==> src/rtl/cnn_stream_pkg.sv <==
// Shared register map, control/status bit positions and FSM state type for the
// streaming 1-D convolution engine.
package cnn_stream_pkg;

    localparam logic [7:0] RegCtrl       = 8'h00;
    localparam logic [7:0] RegStatus     = 8'h04;
    localparam logic [7:0] RegLen        = 8'h08;
    localparam logic [7:0] RegShift      = 8'h0C;
    localparam logic [7:0] RegBias       = 8'h10;
    localparam logic [7:0] RegOutCount   = 8'h14;

    localparam int unsigned CtrlStart     = 0;
    localparam int unsigned CtrlRelu      = 1;
    localparam int unsigned CtrlClearDone = 2;
    localparam int unsigned CtrlAbort     = 3;

    localparam int unsigned StatBusy   = 0;
    localparam int unsigned StatDone   = 1;
    localparam int unsigned StatSat    = 2;
    localparam int unsigned StatLenErr = 3;

    typedef enum logic [1:0] {
        StIdle,
        StFill,
        StRun,
        StDone
    } state_e;

endpackage

==> src/rtl/cnn_conv_stream_if.sv <==
// Bus bundle for the convolution engine: OBI register port, sample in/out
// streams and the done level.
interface cnn_conv_stream_if #(
    parameter int DATA_WIDTH = 8
);
    logic                         obi_req;
    logic                         obi_gnt;
    logic [31:0]                  obi_addr;
    logic                         obi_we;
    logic [31:0]                  obi_wdata;
    logic                         obi_rvalid;
    logic [31:0]                  obi_rdata;
    logic                         obi_err;
    logic                         in_valid;
    logic                         in_ready;
    logic signed [DATA_WIDTH-1:0] in_data;
    logic                         out_valid;
    logic                         out_ready;
    logic signed [DATA_WIDTH-1:0] out_data;
    logic                         done;

    modport slave (
        input  obi_req, obi_addr, obi_we, obi_wdata, in_valid, in_data, out_ready,
        output obi_gnt, obi_rvalid, obi_rdata, obi_err, in_ready, out_valid, out_data, done
    );

    modport master (
        output obi_req, obi_addr, obi_we, obi_wdata, in_valid, in_data, out_ready,
        input  obi_gnt, obi_rvalid, obi_rdata, obi_err, in_ready, out_valid, out_data, done
    );
endinterface

==> src/rtl/cnn_requant.sv <==
// Requantiser: arithmetic right shift, optional ReLU, saturation to the sample
// width. sat_o flags any clipping.
module cnn_requant #(
    parameter int DATA_WIDTH = 8,
    parameter int ACC_WIDTH  = 24
) (
    input  logic signed [ACC_WIDTH-1:0]  acc_i,
    input  logic        [4:0]            shift_i,
    input  logic                         relu_en_i,
    output logic signed [DATA_WIDTH-1:0] data_o,
    output logic                         sat_o
);
    localparam logic signed [ACC_WIDTH-1:0] MaxVal = ACC_WIDTH'((1 << (DATA_WIDTH - 1)) - 1);
    localparam logic signed [ACC_WIDTH-1:0] MinVal = ~MaxVal;

    logic signed [ACC_WIDTH-1:0] shifted;

    // Shift (floor), clamp negatives under ReLU, then clip to output range
    always_comb begin
        shifted = acc_i >>> shift_i;
        if (relu_en_i && shifted < 0) begin
            shifted = '0;
        end
        sat_o = 1'b0;
        if (shifted > MaxVal) begin
            data_o = MaxVal[DATA_WIDTH-1:0];
            sat_o  = 1'b1;
        end else if (shifted < MinVal) begin
            data_o = MinVal[DATA_WIDTH-1:0];
            sat_o  = 1'b1;
        end else begin
            data_o = shifted[DATA_WIDTH-1:0];
        end
    end
endmodule

==> src/rtl/cnn_conv_stream.sv <==
// Streaming 1-D convolution engine: OBI-configured kernel sliding over an input
// sample stream, one requantised output per sample once the window is full.
module cnn_conv_stream
    import cnn_stream_pkg::*;
#(
    parameter int DATA_WIDTH = 8,
    parameter int NUM_TAPS   = 9,
    parameter int ACC_WIDTH  = 24,
    parameter int LEN_WIDTH  = 16
) (
    input logic               clk_i,
    input logic               rst_i,
    cnn_conv_stream_if.slave  bus
);
    localparam int FillW = $clog2(NUM_TAPS);

    state_e                       state_q, state_d;
    logic                         relu_en_q, relu_en_d, sat_seen_q, sat_seen_d;
    logic                         len_err_q, len_err_d;
    logic [LEN_WIDTH-1:0]         len_q, len_d, out_cnt_q, out_cnt_d, issued_q, issued_d;
    logic [4:0]                   shift_q, shift_d;
    logic signed [ACC_WIDTH-1:0]  bias_q, bias_d;
    logic signed [DATA_WIDTH-1:0] weight_q [NUM_TAPS];
    logic signed [DATA_WIDTH-1:0] weight_d [NUM_TAPS];
    logic signed [DATA_WIDTH-1:0] win_q    [NUM_TAPS];
    logic signed [DATA_WIDTH-1:0] win_d    [NUM_TAPS];
    logic [FillW-1:0]             fill_q, fill_d;
    logic                         rvalid_q, rvalid_d, err_q, err_d, out_valid_q, out_valid_d;
    logic [31:0]                  rdata_q, rdata_d;
    logic signed [DATA_WIDTH-1:0] out_data_q, out_data_d;

    logic signed [DATA_WIDTH-1:0]   taps [NUM_TAPS];
    logic signed [2*DATA_WIDTH-1:0] prod;
    logic signed [ACC_WIDTH-1:0]    acc;
    logic signed [DATA_WIDTH-1:0]   rq_data;
    logic                           rq_sat;

    logic [7:0]           addr;
    logic                 busy, in_ready, in_fire, out_fire, ctrl_wr;
    logic                 start, clear_done, abort, w_hit;
    logic [3:0]           w_idx;
    logic [LEN_WIDTH-1:0] due;
    logic                 unused_bits;

    assign unused_bits = ^{bus.obi_addr[31:8], bus.obi_wdata[31:ACC_WIDTH]};

    assign addr     = bus.obi_addr[7:0];
    assign busy     = (state_q == StFill) || (state_q == StRun);
    assign due      = len_q - LEN_WIDTH'(NUM_TAPS - 1);
    assign in_ready = (state_q == StFill) ||
                      ((state_q == StRun) && (!out_valid_q || bus.out_ready) && (issued_q < due));
    assign in_fire  = bus.in_valid && in_ready;
    assign out_fire = out_valid_q && bus.out_ready;
    assign ctrl_wr    = bus.obi_req && bus.obi_we && (addr == RegCtrl);
    assign start      = ctrl_wr && bus.obi_wdata[CtrlStart];
    assign clear_done = ctrl_wr && bus.obi_wdata[CtrlClearDone];
    assign abort      = ctrl_wr && bus.obi_wdata[CtrlAbort];
    assign w_idx      = addr[5:2];
    assign w_hit      = (addr[7:6] == 2'b01) && (addr[1:0] == 2'b00) &&
                        ({1'b0, w_idx} < 5'(NUM_TAPS));

    assign bus.obi_gnt    = bus.obi_req && !rst_i;
    assign bus.obi_rvalid = rvalid_q;
    assign bus.obi_rdata  = rdata_q;
    assign bus.obi_err    = err_q;
    assign bus.in_ready   = in_ready;
    assign bus.out_valid  = out_valid_q;
    assign bus.out_data   = out_data_q;
    assign bus.done       = (state_q == StDone);

    // Window as it looks after accepting the current sample; x[0] is oldest
    always_comb begin
        prod = '0;
        acc  = bias_q;
        for (int i = 0; i < NUM_TAPS - 1; i++) begin
            taps[i] = win_q[i+1];
        end
        taps[NUM_TAPS-1] = bus.in_data;
        for (int i = 0; i < NUM_TAPS; i++) begin
            prod = weight_q[i] * taps[i];
            acc  = acc + ACC_WIDTH'(prod);
        end
    end

    cnn_requant #(
        .DATA_WIDTH(DATA_WIDTH),
        .ACC_WIDTH (ACC_WIDTH)
    ) u_requant (
        .acc_i    (acc),
        .shift_i  (shift_q),
        .relu_en_i(relu_en_q),
        .data_o   (rq_data),
        .sat_o    (rq_sat)
    );

    // Register-port decode plus FSM and datapath next state
    always_comb begin
        state_d     = state_q;
        relu_en_d   = relu_en_q;
        sat_seen_d  = sat_seen_q;
        len_err_d   = len_err_q;
        len_d       = len_q;
        out_cnt_d   = out_cnt_q;
        issued_d    = issued_q;
        shift_d     = shift_q;
        bias_d      = bias_q;
        weight_d    = weight_q;
        win_d       = win_q;
        fill_d      = fill_q;
        out_valid_d = out_valid_q;
        out_data_d  = out_data_q;
        rvalid_d    = bus.obi_req;
        err_d       = 1'b0;
        rdata_d     = '0;

        if (bus.obi_req) begin
            case (addr)
                RegCtrl: begin
                    if (!bus.obi_we) begin
                        rdata_d[CtrlRelu] = relu_en_q;
                    end else if (!busy) begin
                        relu_en_d = bus.obi_wdata[CtrlRelu];
                    end
                end
                RegStatus: begin
                    if (bus.obi_we) err_d = 1'b1;
                    else rdata_d = {28'b0, len_err_q, sat_seen_q, state_q == StDone, busy};
                end
                RegLen: begin
                    if (!bus.obi_we) rdata_d = 32'(len_q);
                    else if (busy) err_d = 1'b1;
                    else len_d = bus.obi_wdata[LEN_WIDTH-1:0];
                end
                RegShift: begin
                    if (!bus.obi_we) rdata_d = 32'(shift_q);
                    else if (busy) err_d = 1'b1;
                    else shift_d = bus.obi_wdata[4:0];
                end
                RegBias: begin
                    if (!bus.obi_we) rdata_d = 32'(bias_q);
                    else if (busy) err_d = 1'b1;
                    else bias_d = bus.obi_wdata[ACC_WIDTH-1:0];
                end
                RegOutCount: begin
                    if (bus.obi_we) err_d = 1'b1;
                    else rdata_d = 32'(out_cnt_q);
                end
                default: begin
                    if (!w_hit || (bus.obi_we && busy)) begin
                        err_d = 1'b1;
                    end else begin
                        for (int i = 0; i < NUM_TAPS; i++) begin
                            if (w_idx == 4'(i)) begin
                                if (bus.obi_we) weight_d[i] = bus.obi_wdata[DATA_WIDTH-1:0];
                                else rdata_d = 32'(weight_q[i]);
                            end
                        end
                    end
                end
            endcase
        end

        case (state_q)
            StIdle, StDone: begin
                if (start) begin
                    if (len_q < LEN_WIDTH'(NUM_TAPS)) begin
                        len_err_d = 1'b1;
                        state_d   = StIdle;
                    end else begin
                        len_err_d  = 1'b0;
                        sat_seen_d = 1'b0;
                        out_cnt_d  = '0;
                        issued_d   = '0;
                        fill_d     = '0;
                        state_d    = StFill;
                    end
                end else if (clear_done && state_q == StDone) begin
                    state_d = StIdle;
                end
            end
            StFill: begin
                if (abort) begin
                    out_valid_d = 1'b0;
                    state_d     = StIdle;
                end else if (in_fire) begin
                    win_d  = taps;
                    fill_d = fill_q + FillW'(1);
                    if (fill_q == FillW'(NUM_TAPS - 2)) state_d = StRun;
                end
            end
            StRun: begin
                if (abort) begin
                    out_valid_d = 1'b0;
                    state_d     = StIdle;
                end else begin
                    if (out_fire) begin
                        out_valid_d = 1'b0;
                        out_cnt_d   = out_cnt_q + LEN_WIDTH'(1);
                        if (out_cnt_q + LEN_WIDTH'(1) == due) state_d = StDone;
                    end
                    if (in_fire) begin
                        win_d       = taps;
                        out_valid_d = 1'b1;
                        out_data_d  = rq_data;
                        sat_seen_d  = sat_seen_q | rq_sat;
                        issued_d    = issued_q + LEN_WIDTH'(1);
                    end
                end
            end
            default: state_d = StIdle;
        endcase
    end

    // State and register storage, cleared asynchronously
    always_ff @(posedge clk_i or posedge rst_i) begin
        if (rst_i) begin
            state_q     <= StIdle;
            relu_en_q   <= 1'b0;
            sat_seen_q  <= 1'b0;
            len_err_q   <= 1'b0;
            len_q       <= '0;
            out_cnt_q   <= '0;
            issued_q    <= '0;
            shift_q     <= '0;
            bias_q      <= '0;
            fill_q      <= '0;
            rvalid_q    <= 1'b0;
            err_q       <= 1'b0;
            rdata_q     <= '0;
            out_valid_q <= 1'b0;
            out_data_q  <= '0;
            for (int i = 0; i < NUM_TAPS; i++) begin
                weight_q[i] <= '0;
                win_q[i]    <= '0;
            end
        end else begin
            state_q     <= state_d;
            relu_en_q   <= relu_en_d;
            sat_seen_q  <= sat_seen_d;
            len_err_q   <= len_err_d;
            len_q       <= len_d;
            out_cnt_q   <= out_cnt_d;
            issued_q    <= issued_d;
            shift_q     <= shift_d;
            bias_q      <= bias_d;
            fill_q      <= fill_d;
            rvalid_q    <= rvalid_d;
            err_q       <= err_d;
            rdata_q     <= rdata_d;
            out_valid_q <= out_valid_d;
            out_data_q  <= out_data_d;
            for (int i = 0; i < NUM_TAPS; i++) begin
                weight_q[i] <= weight_d[i];
                win_q[i]    <= win_d[i];
            end
        end
    end
endmodule

==> src/flat_wrapper.sv <==
// flat-port wrapper written by rule: the top's interface ports become plain ports
module cnn_conv_stream_flat import cnn_stream_pkg::*;
#(
    parameter int DATA_WIDTH = 8,
    parameter int NUM_TAPS   = 9,
    parameter int ACC_WIDTH  = 24,
    parameter int LEN_WIDTH  = 16
)
  (clk_i, rst_i, bus_obi_req, bus_obi_addr, bus_obi_we, bus_obi_wdata, bus_in_valid, bus_in_data, bus_out_ready, bus_obi_gnt, bus_obi_rvalid, bus_obi_rdata, bus_obi_err, bus_in_ready, bus_out_valid, bus_out_data, bus_done);
  cnn_conv_stream_if #(.DATA_WIDTH(DATA_WIDTH)) bus_i ();
  input logic clk_i;
  input logic rst_i;
  input wire logic [$bits(bus_i.obi_req)-1:0] bus_obi_req;
  input wire logic [$bits(bus_i.obi_addr)-1:0] bus_obi_addr;
  input wire logic [$bits(bus_i.obi_we)-1:0] bus_obi_we;
  input wire logic [$bits(bus_i.obi_wdata)-1:0] bus_obi_wdata;
  input wire logic [$bits(bus_i.in_valid)-1:0] bus_in_valid;
  input wire logic [$bits(bus_i.in_data)-1:0] bus_in_data;
  input wire logic [$bits(bus_i.out_ready)-1:0] bus_out_ready;
  output wire logic [$bits(bus_i.obi_gnt)-1:0] bus_obi_gnt;
  output wire logic [$bits(bus_i.obi_rvalid)-1:0] bus_obi_rvalid;
  output wire logic [$bits(bus_i.obi_rdata)-1:0] bus_obi_rdata;
  output wire logic [$bits(bus_i.obi_err)-1:0] bus_obi_err;
  output wire logic [$bits(bus_i.in_ready)-1:0] bus_in_ready;
  output wire logic [$bits(bus_i.out_valid)-1:0] bus_out_valid;
  output wire logic [$bits(bus_i.out_data)-1:0] bus_out_data;
  output wire logic [$bits(bus_i.done)-1:0] bus_done;
  assign bus_i.obi_req = bus_obi_req;
  assign bus_i.obi_addr = bus_obi_addr;
  assign bus_i.obi_we = bus_obi_we;
  assign bus_i.obi_wdata = bus_obi_wdata;
  assign bus_i.in_valid = bus_in_valid;
  assign bus_i.in_data = bus_in_data;
  assign bus_i.out_ready = bus_out_ready;
  assign bus_obi_gnt = bus_i.obi_gnt;
  assign bus_obi_rvalid = bus_i.obi_rvalid;
  assign bus_obi_rdata = bus_i.obi_rdata;
  assign bus_obi_err = bus_i.obi_err;
  assign bus_in_ready = bus_i.in_ready;
  assign bus_out_valid = bus_i.out_valid;
  assign bus_out_data = bus_i.out_data;
  assign bus_done = bus_i.done;
  cnn_conv_stream #(.DATA_WIDTH(DATA_WIDTH), .NUM_TAPS(NUM_TAPS), .ACC_WIDTH(ACC_WIDTH), .LEN_WIDTH(LEN_WIDTH)) u_core (.clk_i(clk_i), .rst_i(rst_i), .bus(bus_i));
endmodule
==> config.mk <==
export PLATFORM = sky130hd
export DESIGN_NAME = cnn_conv_stream_flat
export DESIGN_NICKNAME = d
export VERILOG_FILES = /design/src/rtl/cnn_stream_pkg.sv /design/src/rtl/cnn_conv_stream_if.sv /design/src/rtl/cnn_requant.sv /design/src/rtl/cnn_conv_stream.sv /design/src/flat_wrapper.sv
export SDC_FILE = /design/constraint.sdc
export NUM_CORES = 2
export LEC_CHECK = 0
export ABC_AREA = 0
export BUFFER_PORTS_ARGS = -buffer_cell sky130_fd_sc_hd__buf_2
export CELL_PAD_IN_SITES_DETAIL_PLACEMENT = 0
export CELL_PAD_IN_SITES_GLOBAL_PLACEMENT = 1
export CORE_ASPECT_RATIO = 1.5
export CORE_MARGIN = 2
export CORE_UTILIZATION = 47
export CTS_CLUSTER_SIZE = 10
export DETAILED_ROUTE_END_ITERATION = 10
export GPL_TIMING_DRIVEN = 0
export HOLD_SLACK_MARGIN = 0.12
export PLACE_DENSITY = 0.87
export SLEW_MARGIN = 40
export SYNTH_ARGS = -nofsm -noshare
export SYNTH_HDL_FRONTEND = slang
export SYNTH_SLANG_ARGS = --single-unit
export TNS_END_PERCENT = 100
==> constraint.sdc <==
create_clock -name clk_i -period 9.8 [get_ports clk_i]
set_input_delay 0.49 -clock clk_i [delete_from_list [all_inputs] [get_ports clk_i]]
set_output_delay 0.49 -clock clk_i [all_outputs]
set_load 0.02 [all_outputs]
== After elaboration in Yosys (flattened, before gate mapping) ==
Index checks and enable logic that the tools add are counted.

* Magnitude comparators: 6
* Equality and inequality tests: 33
* Muxes and demuxes: 83
* Reduce and logical (&&, ||, !) cells: 55
* Shifts and indexed selects: 1
* Bitwise gates (word level): 5
* Add/sub/neg operators: 13
* Multiply operators: 9

{| class="wikitable"
|+ Operators by type and width
! cell !! number
|-
| $mux W32 || 30
|-
| $add A24 B16 Y24 || 9
|-
| $pmux W30 S6 || 1
|-
| $mul A8 B8 Y16 || 9
|-
| $mux W16 || 8
|-
| $reduce_and A5 Y1 || 13
|-
| $pmux W16 S2 || 2
|-
| $add A16 B1 Y16 const B || 2
|-
| $gt A24 B8 Y1 const B || 1
|-
| $lt A24 B1 Y1 const B || 1
|-
| $lt A24 B8 Y1 const B || 1
|-
| $mux W24 || 1
|-
| $sshr A24 B5 Y24 || 1
|-
| $eq A4 B3 Y1 const B || 5
|-
| $mux W4 || 5
|-
| $mux W1 || 18
|-
| $eq A16 B16 Y1 || 1
|-
| $eq A8 B4 Y1 const B || 2
|-
| $eq A8 B5 Y1 const B || 2
|-
| $lt A16 B16 Y1 || 1
|-
| $lt A16 B4 Y1 const B || 1
|-
| $mux W2 || 8
|-
| $mux W8 || 2
|-
| $reduce_and A4 Y1 || 4
|-
| other kinds (34) || 77
|}

* Bits of input ports: 78
* Output and inout port bits: 46
* Word-level logic and storage cells: 237
* Register bits: 265

== Logic depth before layout (Yosys ltp) ==
* Word-level depth: 30
* Mapped depth: 35

== Hierarchy ==
Synthesis repeated with hierarchy kept, for this count alone.

* Cell total of the unflattened synthesis: 4064
* Area total of the unflattened synthesis: 41238.3 µm²

{| class="wikitable"
|+ By module, submodules not included
! module !! times used !! area each (µm²) !! sequential area each (µm²) !! cells an instance
|-
| cnn_conv_stream || 1 || 39462.8 || 6431.2 || 3843
|-
| cnn_requant || 1 || 1775.5 || 0.0 || 221
|}

== Worst setup path after synthesis ==
Ideal clock, no wire load.

* Path kind: input -> register
* Start point: in bus_in_data[0]
* End point: reg u_core.sat_seen_q
* Required time: 9.680 ns
* Path slack: 0.304 ns
* Setup time: 0.120 ns
* Cell stages on the path: 34
* Data arrival time: 9.377 ns
* Cell sequence: clkbuf_1 nand2_1 inv_1 fa_1 inv_1 fa_1 inv_1 fa_1 inv_1 fa_1 fa_1 fa_1 inv_1 fa_1 inv_1 fa_1 fa_1 fa_1 inv_1 ha_1 clkbuf_1 a21oi_1 o211ai_1 a21o_1 a311o_1 xnor2_1 buf_4 nor2_1 a21oi_1 a31oi_1 nand4_1 nor4b_4 nand2_1 a31o_1

* Cells in the longest elaborated chain, start to end: 13
* Elaborated cells on any way between the ends: 14
* Those cells by class: 1 x add/sub; 1 x mul; 3 x order compare; 1 x shift; 6 x mux; 1 x bitwise; 1 x reduce/logical

{| class="wikitable"
|+ Ends and longest elaborated chain
! item !! line !! RTL
|-
| start: declaration || flat_wrapper.sv:18 || <nowiki>input wire logic [$bits(bus_i.in_data)-1:0] bus_in_data;</nowiki>
|-
| $mul A8 B8 Y16 * || cnn_conv_stream.sv:80 || <nowiki>prod = weight_q[i] * taps[i];</nowiki>
|-
| $add A24 B16 Y24 * || cnn_conv_stream.sv:81 || <nowiki>acc = acc + ACC_WIDTH'(prod);</nowiki>
|-
| $sshr A24 B5 Y24 * || cnn_requant.sv:20 || <nowiki>shifted = acc_i >>> shift_i;</nowiki>
|-
| $lt A24 B1 Y1 || cnn_requant.sv:21 || <nowiki>if (relu_en_i && shifted < 0) begin</nowiki>
|-
| $logic_and A1 B1 Y1 || cnn_requant.sv:21 ||
|-
| $mux W24 * || cnn_requant.sv:21 ||
|-
| $lt A24 B8 Y1 || cnn_requant.sv:28 || <nowiki>end else if (shifted < MinVal) begin</nowiki>
|-
| $mux W1 || cnn_requant.sv:28 ||
|-
| $mux W1 * || cnn_requant.sv:25 || <nowiki>if (shifted > MaxVal) begin</nowiki>
|-
| $or A1 B1 Y1 * || cnn_conv_stream.sv:205 || <nowiki>sat_seen_d = sat_seen_q | rq_sat;</nowiki>
|-
| $mux W1 * || cnn_conv_stream.sv:201 || <nowiki>if (in_fire) begin</nowiki>
|-
| $mux W1 * || cnn_conv_stream.sv:192 || <nowiki>if (abort) begin</nowiki>
|-
| $pmux W1 S2 * || cnn_conv_stream.sv:163 || <nowiki>case (state_q)</nowiki>
|-
| end signal: assignment || cnn_conv_stream.sv:239 || <nowiki>sat_seen_q <= sat_seen_d;</nowiki>
|-
| end: declaration || cnn_conv_stream.sv:18 || <nowiki>logic relu_en_q, relu_en_d, sat_seen_q, sat_seen_d;</nowiki>
|}

Every way passes the cells marked *; elsewhere a longest branch is shown, timed or not. The select of a mux whose other input is x is not followed.
A chain may end at the register's enable or synchronous reset.

== Final worst setup path ==
* Start point: reg u_core.weight_q[50] (netlist name)
* End point: reg u_core.out_data_q[0] (netlist: u_core.bus.out_data[0])

* Cells in the longest elaborated chain, start to end: 15
* Elaborated cells on any way between the ends: 16
* Those cells by class: 7 x add/sub; 1 x mul; 3 x order compare; 1 x shift; 3 x mux; 1 x reduce/logical

{| class="wikitable"
|+ Ends and longest elaborated chain
! item !! line !! RTL
|-
| start: declaration || cnn_conv_stream.sv:23 || <nowiki>logic signed [DATA_WIDTH-1:0] weight_q [NUM_TAPS];</nowiki>
|-
| start signal: indexed assignment || cnn_conv_stream.sv:253 || <nowiki>weight_q[i] <= weight_d[i];</nowiki>
|-
| $mul A8 B8 Y16 * || cnn_conv_stream.sv:80 ||
|-
| $add A24 B16 Y24 * (7 in series) || cnn_conv_stream.sv:81 ||
|-
| $sshr A24 B5 Y24 * || cnn_requant.sv:20 ||
|-
| $lt A24 B1 Y1 || cnn_requant.sv:21 ||
|-
| $logic_and A1 B1 Y1 || cnn_requant.sv:21 ||
|-
| $mux W24 * || cnn_requant.sv:21 ||
|-
| $lt A24 B8 Y1 || cnn_requant.sv:28 ||
|-
| $mux W8 || cnn_requant.sv:28 ||
|-
| $mux W8 * || cnn_requant.sv:25 ||
|-
| end signal: assignment || cnn_conv_stream.sv:251 || <nowiki>out_data_q <= out_data_d;</nowiki>
|-
| end: declaration || cnn_conv_stream.sv:30 || <nowiki>logic signed [DATA_WIDTH-1:0] out_data_q, out_data_d;</nowiki>
|}

Every way passes the cells marked *; elsewhere a longest branch is shown, timed or not.

==> flow_summary.yaml <==
finish:
  nNetsFinal: 5255
  area.growth.synth_to_final_pct: 11.74
  nFillCells: 7750
  postLayoutCoreUtil: 0.5290
  fraction_of_final_layout_cells_sized_beyond_drive_strength_1: 0.1810
setup_path:
  r2r_cells: 30
  cp_max_delay_cell: "sky130_fd_sc_hd__fa_1"
  worstPathMaxFanout: 10
  cp_startpoint_kind: "flop"
  cpMostUsedCell: "sky130_fd_sc_hd__fa_1"
  reg2reg_slack_ps: -30
  r2r_start: "u_core.weight_q[50]$_DFFE_PP0P_"
  cpPeakStageDelay_ps: 590
  worst_setup_path_end_kind: "flop"
  worst_ep_arrival_time_ps: 10250
  critPathKind: "reg -> reg"
  r2r-end: "u_core.bus.out_data[0]$_DFFE_PP0P_"
  worst_ep_required_time_ps: 10220
synthesis:
  post_synth_instance_area_um2: 40810
  avgSynthCellArea_um2: 10.35
  synthTopCellsByCount: "846 x sky130_fd_sc_hd__fa_1, 804 x sky130_fd_sc_hd__inv_1, 338 x sky130_fd_sc_hd__and2_1, 305 x sky130_fd_sc_hd__nand2_1, 257 x sky130_fd_sc_hd__dfrtp_1"
  ys_seq_elements: 257
  synth_enable_flop_cells: 0
  dominant_cells_by_area_after_synthesis: "sky130_fd_sc_hd__fa_1 41%, sky130_fd_sc_hd__dfrtp_1 16%, sky130_fd_sc_hd__inv_1 7.4%"
  proportion_of_synthesized_flip_flops_having_asynchronous_set_or_reset: 1.000
  synthDominantAreaCellType: "sky130_fd_sc_hd__fa_1"
  fraction_of_the_yosys_area_taken_by_sequential_cells: 0.1576
  dominantRegCellSynth: "sky130_fd_sc_hd__dfrtp_1"
  synth.most_common_cell: "sky130_fd_sc_hd__fa_1"
  synth_cell_type_count: 91
  ys_warn_count: 0
  yosys.area.top_type_share: 0.4150
  synth_cells: 3944
  postSynthNetCount: 5088
sta:
  finalWorstSetupSlack_ps: -32.16
  layout_worst_path_cycle_share: 1.003
  drv_slew: 0
  timing.final.setup_violations: 7
  final_worst_path_period_need_ps: 9832
  fmaxAchievable_mhz: 101.7
  worst_pin_slew_ps: 898.0
  timing.slew.headroom: 0.3984
  hold_viol_final: 0
  rsz0062_at_grt: "true"
  finClkSkew_ps: 30.35
floorplan:
  die_area_um2: 89260
  num_rows: 132
  die_height_um: 364.9
  core_region_um2: 86210
  top_level_ports: 124
  fp.dieW_um: 244.6
  start_util: 0.4734
grt:
  grt_antenna_before_repair: 10
  grt_max_degree: 75
  first_pass_grt_wire_length_um: 188700
  first_global_vias: 33097
  grt_util_all_layers: 0.2809
  grt_remaining_overflow: 0
drt:
  detail_route.drc_violations: 0
  avg_vias_per_cell: 5.502
  wire_length_after_detailed_routing_um: 120300
  violation_count_after_the_first_detailed_route_iteration: 1793
  drt_pass1_iterations: 7
  routed_wirelength_normalized_by_instance_count_um: 22.82
  overall_via_count_from_detail_route: 28995
  ant_nets: 0
placement:
  hpwl_um: 101900
  placer_s_final_routability_congestion_estimate: 1.008
  port_buffers: 85
min_path:
  worst_hold_startpoint: "bus_obi_wdata[19]"
  holdPathEnd: "u_core.bias_q[19]$_DFFE_PP0P_"
  hold-path-cell-count: 2
  worstHoldPathType: "in -> reg"
job:
  drv.max_cap_violation_count: 0
clock_tree:
  clk_pin_slew_worst_paths_ps: 50
  tritoncts: "yes"
  htree_num_levels: 2
  clock-root-buffer: "sky130_fd_sc_hd__clkbuf_16"
  cts_buffers: 34
  tritoncts_num_sinks: 257
  clkLatencyLatePin_ps: 580
  ctsLongestPathBuffers: 3
status:
  run_status: "finished with violations"
  failed_checks: "negative setup slack"
-- placed cells by master (no fill, tap or decap), drive strengths merged, types with 15 or more instances in the layout --
cell	count
xnor2	55
ha	220
nor3	33
nand2b	31
clkbuf	120
and2	339
a21oi	66
buf	221
dfrtp	257
nand2	305
nand3	45
and3	22
a222oi	16
nor2	117
xor2	30
mux2	190
o21ai	67
inv	797
a31oi	15
o21a	16
nor2b	51
a211oi	19
mux2i	25
a21o	21
fa	846
nand4	21
-- metrics by stage --
stage | hold slack, ps | TNS [ps] | cells | setup slack (ps) | cell area (um2)
after CTS | 141.1 | 0 | 5228 | 3.092 | 45050
after detailed placement | 487.0 | -14210 | 5173 | -1735 | 42810
after global placement | 485.8 | -336390 | 5168 | -1798 | 42660
after global routing | 155.7 | -2685 | 5269 | -357.7 | 45610
final | 164.7 | -144.2 | 5270 | -32.16 | 45610
after floorplan | 477.2 | 0 | 3944 | 303.5 | 40810
-- sequential cells by signal, summed over array words and instances, names as in the netlist --
| name | flops |
|---|---|
| u_core.taps | 64 |
| u_core.issued_q | 16 |
| u_core.len_q | 16 |
| u_core.bus.obi_rvalid | 1 |
| u_core.relu_en_q | 1 |
| u_core.shift_q | 5 |
| u_core.weight_q | 72 |
| u_core.state_q | 2 |
| u_core.bias_q | 24 |
| u_core.bus.out_data | 8 |
| u_core.sat_seen_q | 1 |
| u_core.bus.out_valid | 1 |
| u_core.fill_q | 4 |
| u_core.bus.obi_rdata | 24 |
| u_core.len_err_q | 1 |
| u_core.out_cnt_q | 16 |
| u_core.bus.obi_err | 1 |
-- what timing repair did --
| item | in CTS | in global routing |
|---|---|---|
| setup buffers | 71 | 45 |
| hold buffers | 1 | 0 |
| pin swaps | 106 | 111 |
| endpoints found under the hold margin | 67 | 0 |
| endpoints found under the setup margin | 9 | 8 |
| gates resized for setup | 247 | 87 |
-- metal layers --
metal / global-route usage / routed length, um / part of all wire / vias up
met5: 0 / 69 / 0.00057 / -
met3: 0.04259 / 5813 / 0.048 / 401
met1: 0.3002 / 41760 / 0.35 / 15136
met2: 0.5067 / 62430 / 0.52 / 899
met4: 0.1975 / 10190 / 0.085 / 10
li1: - / - / - / 12549
-- cells by family after synthesis --
family                   share of synthesized area
flip-flops                                  0.1576
AND/OR/NAND/NOR                             0.1283
adder cells (fa/ha/maj)                     0.4824
XOR/XNOR                                   0.01824
AO/OA/AOI/OAI                              0.05641
buffers and inverters                      0.09050
multiplexers                               0.06658
-- how the worst max path moves through the flow --
stage | startpoint | to | slack (ps) | depth (start not counted)
after floorplan | bus_in_data[0] | u_core.sat_seen_q$_DFFE_PP0P_ | 300 | 34
after global placement | u_core.weight_q[15]$_DFFE_PP0P_ | u_core.bus.out_data[0]$_DFFE_PP0P_ | -1800 | 30
after detailed placement | u_core.weight_q[15]$_DFFE_PP0P_ | u_core.bus.out_data[1]$_DFFE_PP0P_ | -1730 | 30
after CTS | u_core.taps[49]$_DFFE_PP0P_ | u_core.bus.out_data[6]$_DFFE_PP0P_ | 3 | 27
after global routing | u_core.weight_q[63]$_DFFE_PP0P_ | u_core.bus.out_data[0]$_DFFE_PP0P_ | -360 | 31
final | u_core.weight_q[50]$_DFFE_PP0P_ | u_core.bus.out_data[0]$_DFFE_PP0P_ | -30 | 30
-- cell type report --
| type | count | area (um2) | share of cell area |
|---|---|---|---|
| multi-input cells | 2716 | 31620 | 0.6933 |
| flip-flops and latches | 257 | 6521 | 0.1430 |
| inverters | 806 | 3078 | 0.06749 |
| repair buffers | 202 | 1496 | 0.03281 |
| well taps | 1139 | 1425 | 0.03125 |
| clock buffers | 46 | 937.1 | 0.02055 |
| plain buffers | 94 | 442.9 | 0.009712 |
| clock inverters | 6 | 76.32 | 0.001673 |
| diodes | 4 | 10.01 | 0.0002195 |
-- worst max-delay path: cells and delay by family (launching register included) --
family / cells / cell delay, ps
AOI/OAI and AO/OA: 7 / 1570
xor gates and xnor gates: 1 / 150
adders and majority gates: 11 / 5430
buffers and inverters: 6 / 560
DFF: 1 / 550
and+or+nand+nor: 5 / 1420
Power is left out: the tool's default activity adds up to more than one toggle a clock period on the data nets, which glitch-free logic cannot reach.
